[src/rtl/conv_result_requant.sv]
// Snapshots a tile of unsigned convolution results and streams them out in raster order
// as saturated int8 values after bias, optional ReLU and a rounding right shift.
module conv_result_requant #(
    parameter int ROWS    = 4,
    parameter int COLS    = 4,
    parameter int IN_W    = 16,
    parameter int OUT_W   = 8,
    parameter int SHIFT_W = 4
) (
    input  logic               clk,
    input  logic               rst,
    input  logic               start,
    input  logic [IN_W-1:0]    c_in [0:ROWS-1][0:COLS-1],
    input  logic [17:0]        bias,
    input  logic [SHIFT_W-1:0] shift,
    input  logic               relu_en,
    output logic [OUT_W-1:0]   out_data,
    output logic               out_valid,
    input  logic               out_ready,
    output logic               out_last,
    output logic               busy,
    output logic               done
);

    localparam int N      = ROWS * COLS;
    localparam int IDX_W  = (N > 1) ? $clog2(N) : 1;
    localparam int ACC_W  = 19;
    localparam int BIAS_W = 18;
    localparam logic [IDX_W-1:0] LAST_IDX = IDX_W'(N - 1);
    localparam logic signed [ACC_W-1:0] SAT_MAX = ACC_W'((1 << (OUT_W - 1)) - 1);
    localparam logic signed [ACC_W-1:0] SAT_MIN = ~SAT_MAX;

    localparam logic IDLE   = 1'b0;
    localparam logic STREAM = 1'b1;

    function automatic logic signed [ACC_W-1:0] round_shift(
        input logic signed [ACC_W-1:0] s,
        input logic [SHIFT_W-1:0]      sh
    );
        logic signed [ACC_W-1:0] half;
        if (sh == '0) begin
            return s;
        end
        half = ACC_W'(1) << (sh - SHIFT_W'(1));
        return (s + half) >>> sh;
    endfunction

    function automatic logic signed [OUT_W-1:0] saturate(input logic signed [ACC_W-1:0] s);
        if (s > SAT_MAX) begin
            return SAT_MAX[OUT_W-1:0];
        end
        if (s < SAT_MIN) begin
            return SAT_MIN[OUT_W-1:0];
        end
        return s[OUT_W-1:0];
    endfunction

    function automatic logic signed [OUT_W-1:0] requant(
        input logic [IN_W-1:0]          c,
        input logic signed [BIAS_W-1:0] b,
        input logic [SHIFT_W-1:0]       sh,
        input logic                     relu
    );
        logic signed [ACC_W-1:0] s;
        s = $signed({{(ACC_W - IN_W){1'b0}}, c}) + $signed({{(ACC_W - BIAS_W){b[BIAS_W-1]}}, b});
        if (relu && s < 0) begin
            s = '0;
        end
        return saturate(round_shift(s, sh));
    endfunction

    logic                     state_q, state_d;
    logic [IDX_W-1:0]         idx_q, idx_d, idx_nxt;
    logic signed [OUT_W-1:0]  out_data_q, out_data_d;
    logic                     out_valid_q, out_valid_d;
    logic                     out_last_q, out_last_d;
    logic                     busy_q, busy_d;
    logic                     done_q, done_d;
    logic signed [BIAS_W-1:0] bias_q, bias_d;
    logic [SHIFT_W-1:0]       shift_q, shift_d;
    logic                     relu_q, relu_d;
    logic                     load_tile;
    logic [IN_W-1:0]          tile_q [0:N-1];

    always_comb begin
        state_d     = state_q;
        idx_d       = idx_q;
        out_data_d  = out_data_q;
        out_valid_d = out_valid_q;
        out_last_d  = out_last_q;
        busy_d      = busy_q;
        done_d      = 1'b0;
        bias_d      = bias_q;
        shift_d     = shift_q;
        relu_d      = relu_q;
        load_tile   = 1'b0;
        idx_nxt     = idx_q + IDX_W'(1);
        case (state_q)
            IDLE: begin
                out_valid_d = 1'b0;
                if (start) begin
                    load_tile   = 1'b1;
                    bias_d      = $signed(bias);
                    shift_d     = shift;
                    relu_d      = relu_en;
                    // Element (0,0) bypasses the buffer so it can be presented on the next cycle.
                    out_data_d  = requant(c_in[0][0], $signed(bias), shift, relu_en);
                    idx_d       = '0;
                    out_valid_d = 1'b1;
                    out_last_d  = (N == 1);
                    busy_d      = 1'b1;
                    state_d     = STREAM;
                end
            end
            default: begin
                if (out_valid_q && out_ready) begin
                    if (idx_q == LAST_IDX) begin
                        out_valid_d = 1'b0;
                        out_last_d  = 1'b0;
                        busy_d      = 1'b0;
                        done_d      = 1'b1;
                        state_d     = IDLE;
                    end else begin
                        idx_d      = idx_nxt;
                        out_data_d = requant(tile_q[idx_nxt], bias_q, shift_q, relu_q);
                        out_last_d = (idx_nxt == LAST_IDX);
                    end
                end
            end
        endcase
    end

    always_ff @(posedge clk or posedge rst) begin
        if (rst) begin
            state_q     <= IDLE;
            idx_q       <= '0;
            out_data_q  <= '0;
            out_valid_q <= 1'b0;
            out_last_q  <= 1'b0;
            busy_q      <= 1'b0;
            done_q      <= 1'b0;
            bias_q      <= '0;
            shift_q     <= '0;
            relu_q      <= 1'b0;
        end else begin
            state_q     <= state_d;
            idx_q       <= idx_d;
            out_data_q  <= out_data_d;
            out_valid_q <= out_valid_d;
            out_last_q  <= out_last_d;
            busy_q      <= busy_d;
            done_q      <= done_d;
            bias_q      <= bias_d;
            shift_q     <= shift_d;
            relu_q      <= relu_d;
        end
    end

    // Tile snapshot, flattened in raster order; holds data only, so it needs no reset.
    for (genvar gr = 0; gr < ROWS; gr++) begin : g_row
        for (genvar gc = 0; gc < COLS; gc++) begin : g_col
            always_ff @(posedge clk) begin
                if (load_tile) begin
                    tile_q[gr*COLS + gc] <= c_in[gr][gc];
                end
            end
        end
    end

    assign out_data  = out_data_q;
    assign out_valid = out_valid_q;
    assign out_last  = out_last_q;
    assign busy      = busy_q;
    assign done      = done_q;

endmodule
[config.mk]
export PLATFORM = sky130hd
export DESIGN_NAME = conv_result_requant
export DESIGN_NICKNAME = d
export VERILOG_FILES = /design/src/rtl/conv_result_requant.sv
export SDC_FILE = /design/constraint.sdc
export NUM_CORES = 1
export LEC_CHECK = 0
export ABC_AREA = 1
export CORE_ASPECT_RATIO = 0.8
export CORE_MARGIN = 1.5
export CORE_UTILIZATION = 28
export CTS_BUF_LIST = sky130_fd_sc_hd__clkbuf_8
export DETAILED_ROUTE_END_ITERATION = 10
export PLACE_DENSITY = 0.52
export SYNTH_ARGS = -nofsm -noshare
export SYNTH_HDL_FRONTEND = slang
export SYNTH_SLANG_ARGS = --single-unit
[constraint.sdc]
create_clock -name clk -period 13.4 [get_ports clk]
set_input_delay 2.68 -clock clk [delete_from_list [all_inputs] [get_ports clk]]
set_output_delay 2.68 -clock clk [all_outputs]
set_load 0.02 [all_outputs]
==> flow_metrics.tcl <==
set metrics [dict create \
    cts_buffers 50 \
    vdd_drop_max_mv 0.146 \
    critPathArrivalTime_ns 8.96 \
    synth_edf_count 256 \
    grt_pass1_vias 15800 \
    crit_required_ns 13.97 \
    hold_viol_final 0 \
    yosysSeqAreaShare 0.482 \
    cts.sinks 296 \
    grt_usage 0.189 \
    gp_congestion 0.925 \
    dp_slack_ns 5.11 \
    port_buffers 294 \
    drc 0 \
    die_x_um 287 \
    layout-drive-gt1-share 0.0711 \
    power_density_nw_per_um2 224 \
    die_y_um 230 \
    setup_violations 0 \
    path_class "reg2reg" \
    cts_tree "done" \
    cp-start-kind "flop" \
    ant_nets 0 \
    cap_viol_max_count 0 \
    syn-instance-count 2087 \
    initial_core_util 0.282 \
    max_freq_ghz 0.119 \
    ctsResizeCount 0 \
    yosysWarnings 0 \
    synth-seq-cells 296 \
    ys.flop_type "edfxtp_1" \
    post-route-period-util 0.626 \
    final_cell_mix "531 x nand2_1, 294 x clkdlybuf4s50_1, 256 x edfxtp_1" \
    min_period_ns 8.39 \
    ctsHoldBuffers 0 \
    hold_path.class "reg2reg" \
    final_common_cell "nand2_1" \
    slew_headroom 0.249 \
    clk_latency_ns 0.64 \
    syn_area_um2 18000 \
    setup_tns_ns 0 \
    drv_slew 0 \
    grt_max_degree 119 \
    cp_max_fo 103 \
    rows 83 \
    clk_path_buf_depth 3 \
    final_nets 2718 \
    totalWireLength_um 63000 \
    rsz0062_at_grt "no" \
    clockRootBuffer "clkbuf_8" \
    layout_setup_ws_ns 5.01 \
    overflow 0 \
    io_pins 295 \
    synth.distinct_cells 51 \
    crit_path_max_incr_delay_ns 1.12 \
    fill_cells 6609 \
    crit_top_cell "nand2_1" \
    end_kind "flop" \
    status "finished, final reports clean" \
    tightest_slew_ns 1.12 \
    area_growth_pct 26.4 \
    dr.pass1.iters 6 \
    post_cts_buffers 0 \
    dpl.hpwl_um 48000 \
    synth.avg_cell_area_um2 8.64 \
    path_clk_slew_ns 0.06 \
    grt_pass1_wl_um 95200 \
    wire_per_inst_um 19.3 \
    skew_ns 0.0235 \
    vias 16100 \
    core_area_um2 64000 \
    async_flop_share 0.135 \
    p_leak_uw 0.00954 \
    slowest_stage "dfrtp_4" \
    antenna_found_initial 5 \
    drt_iter0_markers 1236 \
    htreeDepth 2 \
    via_per_inst 4.93 \
    fp.dieArea_um2 66000 \
    synthesis.nets 2440 \
]
## report_power, final
group / switching [uW] / leakage [uW] / total (uW) / internal, uW
sequential: 74.9 / 0.00280 / 1110 / 1040
clock: 400 / 0.000514 / 773 / 373
combinational: 2140 / 0.00622 / 3210 / 1070
total: 2610 / 0.00954 / 5100 / 2480
## cell usage after synthesis (all sizes together), types with 5 or more instances
cell / n / area share
a21o: 7 / 0.0029
a21oi: 70 / 0.022
a31oi: 15 / 0.0052
buf: 22 / 0.0051
clkbuf: 62 / 0.013
clkinv: 7 / 0.0015
dfrtp: 40 / 0.055
edfxtp: 256 / 0.43
ha: 66 / 0.046
inv: 201 / 0.042
mux2i: 63 / 0.035
nand2: 553 / 0.12
nand3: 228 / 0.068
nand4: 11 / 0.0038
nor2: 189 / 0.041
nor3: 9 / 0.0031
o21ai: 133 / 0.037
o21bai: 5 / 0.0027
o221ai: 69 / 0.034
or2: 17 / 0.0059
xnor2: 11 / 0.0053
xor2: 25 / 0.012
## worst max-delay path, delay by kind of cell, from the launching register on
kind / cells / cell delay, ns
buf+inv: 5 / 1.13
flops: 1 / 1.12
compound gates: 4 / 1.03
simple gates: 28 / 3.53
fa+ha+maj: 4 / 1.38
## sequential cells by signal, summed over array words and instances, names as in the netlist
signal and cells:
tile_q 256, bias_q 18, out_data 8, idx_q 4, shift_q 4, busy 1
done 1, out_last 1, out_valid 1, relu_q 1, state_q 1
## layer usage
| metal | GRT usage | part of all wire |
|---|---|---|
| met5 | 0 | 0 |
| met4 | 0.0457 | 0.018 |
| met3 | 0.0366 | 0.078 |
| met2 | 0.294 | 0.45 |
| met1 | 0.269 | 0.46 |
## worst paths after layout
| path | from | endpoint | slack (ns) | depth (start not counted) |
|---|---|---|---|---|
| hold / removal | bias_q[13] | bias_q[13] | 0.49 | 2 |
| hold reg to reg | bias_q[13] | bias_q[13] | 0.49 | 2 |
| max in group asynchronous | rst | idx_q[0] | 10.47 | 3 |
| min in group asynchronous | rst | done | 2.48 | 3 |
| setup reg to reg | idx_q[0] | out_data[6] | 5.01 | 41 |
| setup / recovery | idx_q[0] | out_data[6] | 5.01 | 41 |
## layout make-up
| cell class | instances | area, um^2 | area share |
|---|---|---|---|
| diodes | 5 | 12.5 | 0.000549 |
| flip-flops and latches | 296 | 8690 | 0.381 |
| inverters | 208 | 788 | 0.0346 |
| clock inverters | 41 | 228 | 0.00999 |
| well taps | 850 | 1060 | 0.0466 |
| clock buffers | 50 | 688 | 0.0302 |
| multi-input cells | 1499 | 8270 | 0.363 |
| repair buffers | 310 | 3060 | 0.134 |
## kinds of logic (layout without fill, tap and decap cells)
| kind of cell | count (synthesis) | in the layout | share of synthesized area |
|---|---|---|---|
| multiplexers | 63 | 63 | 0.0350 |
| flip-flops | 296 | 296 | 0.482 |
| buffers and inverters | 292 | 609 | 0.0613 |
| AO/OA/AOI/OAI | 316 | 316 | 0.111 |
| AND/OR/NAND/NOR | 1014 | 1014 | 0.244 |
| adder cells (fa/ha/maj) | 70 | 70 | 0.0502 |
| XOR/XNOR | 36 | 36 | 0.0175 |
| other | 0 | 5 | 0 |
## through the flow
| stage | utilization | hold WS [ns] | total power [uW] | cell area, um^2 | cells |
|---|---|---|---|---|---|
| 2_1_floorplan | - | 0.455 | 3270 | 18000 | 2087 |
| 3_3_place_gp | 0.342 | 0.483 | 4310 | 21900 | 3163 |
| 3_5_place_dp | 0.342 | 0.478 | 4310 | 21900 | 3163 |
| 4_1_cts | 0.356 | 0.497 | 5110 | 22800 | 3254 |
| 5_1_grt | 0.356 | 0.527 | 5530 | 22800 | 3259 |
| 6_report | 0.356 | 0.489 | 5100 | 22800 | 3259 |
Note: power is estimated with default switching activity, not from simulation.
==> patch 1, RTL diff (same flow settings) <==
`out_data_q` and `shift_q` no longer have a reset.
--- a/src/rtl/conv_result_requant.sv
+++ b/src/rtl/conv_result_requant.sv
@@ -134,26 +134,27 @@
         if (rst) begin
             state_q     <= IDLE;
             idx_q       <= '0;
-            out_data_q  <= '0;
             out_valid_q <= 1'b0;
             out_last_q  <= 1'b0;
             busy_q      <= 1'b0;
             done_q      <= 1'b0;
             bias_q      <= '0;
-            shift_q     <= '0;
             relu_q      <= 1'b0;
         end else begin
             state_q     <= state_d;
             idx_q       <= idx_d;
-            out_data_q  <= out_data_d;
             out_valid_q <= out_valid_d;
             out_last_q  <= out_last_d;
             busy_q      <= busy_d;
             done_q      <= done_d;
             bias_q      <= bias_d;
-            shift_q     <= shift_d;
             relu_q      <= relu_d;
         end
+    end
+
+    always_ff @(posedge clk) begin
+        out_data_q <= out_data_d;
+        shift_q    <= shift_d;
     end
 
     // Tile snapshot, flattened in raster order; holds data only, so it needs no reset.
Check against the original RTL: not equivalent (a bounded check fails within 4 cycles, from zero or initial values and one cycle with rst high).
==> patch 1 against the unedited design <==
Design area increased by 0.36%; power decreased by 6.4%; sequential cell count unchanged; non-clock buffer count unchanged; clock skew decreased by 2.6 ps; worst setup slack improved by 100 ps; area after synthesis decreased by 0.85%; synthesized cell count decreased by 1.6%; via count decreased by 2.4%; wire length increased by 1.2%; critical endpoint is now out_data[5]; largest power group unchanged.
==> patch 1: results <==
set metrics [dict create \
    reg2reg_setup_slack_ps 5120 \
    synth-adder-area-share 0.0507 \
    ys_types 47 \
    synthMuxAreaShare 0.0364 \
    io_buffers 294 \
    grt_use_total 0.192 \
    crit_arrival_ps 8650 \
    final_cells 3219 \
    worst_pin_slew_ps 1140 \
    synthArstFlopShare 0.0946 \
    grt_antenna_before_repair 13 \
    syn_nets 2406 \
    path_max_fanout 68 \
    synth-compound-area-share 0.108 \
    clock_latency_ps 620 \
    layout-drive-gt1-share 0.0649 \
    largest_register_ffs 256 \
    fin_skew_ps 20.9 \
    status "finished clean" \
    hold_path.startpoint "bias_q[3]" \
    ff2ff_path_depth 39 \
    synth_area_leaders "edfxtp_1, nand2_1, nand3_1" \
    p_leak_nw 9.45 \
    rr_endpoint "out_data[5]" \
    h-tree-depth 2 \
    cp_slowest_cell "buf_4" \
    hold_path_end "bias_q[3]" \
    grt_pass1_vias 15578 \
    grt_pass1_wl_microns 95200 \
    grt_max_degree 88 \
    place_inst 3122 \
    dp_slack_ps 5150 \
    place.gp.congestion 0.926 \
    cts_root_buf "clkbuf_8" \
    synth-main-ff-cell "edfxtp_1" \
    yosysSeqAreaShare 0.489 \
    nets 2687 \
    synth_edf_count 268 \
    viasPerCell 4.87 \
    routed_wl_microns 63800 \
    crit_path_max_incr_delay_ps 770 \
    dr.first_iter.drc_count 1337 \
    synth.avg_cell_area_sq_um 8.71 \
    synth_most_common_cell "nand2_1" \
    ir_worst_vdd_mv 0.0827 \
    fillers 6424 \
    hpwl_microns 49200 \
    synth-xor-area-share 0.0186 \
    yosys-top-cells-count "nand2_1, edfxtp_1, nor2_1" \
    clkSlewWorstSetupHoldPaths_ps 70 \
    min_path_cells 2 \
    cts_made_buffers 50 \
]
[patch 1: logic make-up (layout without fill, tap and decap cells)]
| group | after synthesis | after routing |
|---|---|---|
| flip-flops | 296 | 296 |
| multiplexers | 65 | 65 |
| other | 0 | 7 |
| XOR/XNOR | 38 | 38 |
| adder cells (fa/ha/maj) | 70 | 70 |
| AO/OA/AOI/OAI | 306 | 306 |
| AND/OR/NAND/NOR | 993 | 993 |
| buffers and inverters | 285 | 604 |
[patch 1: area by class of cell]
cell class	count	area, sq um	share of cell area
Antenna cell	7	17.5	0.000765
Clock buffer	52	716	0.0313
Clock inverter	38	427	0.0186
Inverter	204	768	0.0336
Multi-Input combinational cell	1472	8090	0.354
Sequential cell	296	8750	0.382
Tap cell	840	1050	0.0459
Timing Repair Buffer	310	3060	0.134
[patch 1: worst max-delay path: cells and delay by family (launching register included)]
family                     cells  cell delay, ps
AOI/OAI and AO/OA              2             790
adders and majority gates      3             880
buffers and inverters          7            2040
DFF                            1             640
and+or+nand+nor               27            3540
[patch 1: how the worst max path moves through the flow]
stage             start           to  slack (ps)  depth (start not counted)
6_report       idx_q[0]  out_data[5]        5120                         39
5_1_grt        idx_q[0]  out_data[5]        4390                         39
4_1_cts        idx_q[0]  out_data[5]        5140                         37
3_5_place_dp   idx_q[0]  out_data[5]        5150                         37
3_3_place_gp   idx_q[0]  out_data[2]        5070                         37
2_1_floorplan     start   shift_q[0]        2440                          3
[patch 1: layer usage]
metal | track usage | up-vias | wire length, microns
met5 | 0 | - | 75
met4 | 0.0608 | 14 | 1760
met3 | 0.0372 | 104 | 3670
met2 | 0.295 | 482 | 27900
met1 | 0.271 | 7404 | 30300
li1 | - | 7658 | -
[patch 1: stage by stage]
| stage | hold slack [ps] | area (sq um) | power (mW) |
|---|---|---|---|
| after global placement | 468 | 21700 | 3.84 |
| after global routing | 515 | 22900 | 5.15 |
| final | 483 | 22900 | 4.77 |
| after detailed placement | 474 | 21700 | 3.82 |
| after floorplan | 448 | 17900 | 2.92 |
| after CTS | 489 | 22900 | 4.80 |
[patch 1: power breakdown]
part / internal, mW / total, mW / switching, mW / leakage (nW)
clock network: 0.554 / 0.947 / 0.393 / 0.618
registers: 1.04 / 1.07 / 0.0299 / 2.76
logic: 0.909 / 2.75 / 1.85 / 6.08
==> patch 2, RTL diff (same settings) <==
Made on the original files. Set the parameter `ROWS` to 8 (it was 4).
--- a/src/rtl/conv_result_requant.sv
+++ b/src/rtl/conv_result_requant.sv
@@ -1,7 +1,7 @@
 // Snapshots a tile of unsigned convolution results and streams them out in raster order
 // as saturated int8 values after bias, optional ReLU and a rounding right shift.
 module conv_result_requant #(
-    parameter int ROWS    = 4,
+    parameter int ROWS    = 8,
     parameter int COLS    = 4,
     parameter int IN_W    = 16,
     parameter int OUT_W   = 8,
Interface: changed (resized c_in); port bits go from 295 to 551. No check against the original RTL was run, so the function may have changed too.
==> patch 2 against the unedited design <==
Synthesized cell count is 43% higher; design area is 62% higher; area after synthesis is 56% higher; highest routed layer is now met5; worst hold slack worse by 3.6 ps; worst setup slack worse by 1500 ps; power is 60% higher; critical path type unchanged; sequential cell count is 257 higher; wire length is 80% higher.
==> patch 2: results <==
set metrics [dict create \
    status "finished clean" \
    seqCellArea_sq_um 16400 \
    clock_latency_ps 760 \
    num-nonclk-inverters 217 \
    synthMuxAreaShare 0 \
    cts_sinks 553 \
    worst_pin_slew_ps 1300 \
    grt_use_total 0.217 \
    ys_types 53 \
    largest_register_ffs 512 \
    hpwl_microns 84400 \
    synthArstFlopShare 0.0741 \
    netlist_area_sq_um 28100 \
    crit_path_max_incr_delay_ps 860 \
    use_met3 0.0440 \
    synth-compound-area-share 0.134 \
    yosysSeqAreaShare 0.583 \
    grt_antenna_before_repair 28 \
    place_inst 4717 \
    crit_arrival_ps 10590 \
    synth_area_leaders "edfxtp_1, nand2_1, o21ai_0" \
    seq_share 0.444 \
    cts_made_buffers 95 \
    multi_input_cells 2055 \
    synth_edf_count 512 \
    post_drt_wl_per_cell_microns 23.1 \
    multi_input_area_sq_um 10400 \
    viasPerCell 4.96 \
    grt_pass1_vias 23651 \
    synth-adder-area-share 0.0326 \
    grt_use_met2 0.338 \
    buffers 580 \
    dp_slack_ps 3830 \
    p_switching_mw 4.06 \
    grt_max_degree 195 \
    fillers 10052 \
    met1_usage 0.305 \
    synthCells 2975 \
    path_max_fanout 94 \
    io_buffers 550 \
    cp_slowest_cell "o21ai_0" \
    yosys-top-cells-count "nand2_1, edfxtp_1, nor2_1" \
    fin_skew_ps 35.0 \
    routed.top_layer "met5" \
    diodes 17 \
    syn_nets 3585 \
    layout-drive-gt1-share 0.0645 \
    clk_share 0.0491 \
    area_share_nonclk_buffers 0.157 \
    place.gp.congestion 0.934 \
    ir_worst_vdd_mv 0.193 \
    nClkBuffers 97 \
    nets 4112 \
    placed_area_sq_um 35100 \
    h-tree-depth 3 \
    drtPass1Iterations 5 \
]
-- patch 2: cell types whose count changed after synthesis, moves of 20 or more --
cell      delta
clkbuf_1    +70
edfxtp_1   +256
inv_1       +20
mux2i_1     -63
nand2_1     +20
nor2_1     +284
o21ai_0    +239
o221ai_1    -30
o22ai_1     +99
-- patch 2: final timing paths --
check	startpoint	end	slack, ps	cells after the start
worst max register to register	idx_q[0]	out_data[1]	3480	43
worst min register to register	out_data[0]	out_data[0]	490	2
min in group asynchronous	rst	done	2420	3
worst min-delay path	out_data[0]	out_data[0]	490	2
max in group asynchronous	rst	idx_q[0]	10500	3
worst max-delay path	idx_q[0]	out_data[1]	3480	43
-- patch 2: power by group through the flow --
stage	clock, mW	sequential, mW	combinational (mW)
final	1.50	1.96	4.70
after global routing	1.61	1.96	5.18
after CTS	1.55	1.96	4.66
after detailed placement	0	1.99	4.64
after global placement	0	1.99	4.68
after floorplan	0	1.97	2.84
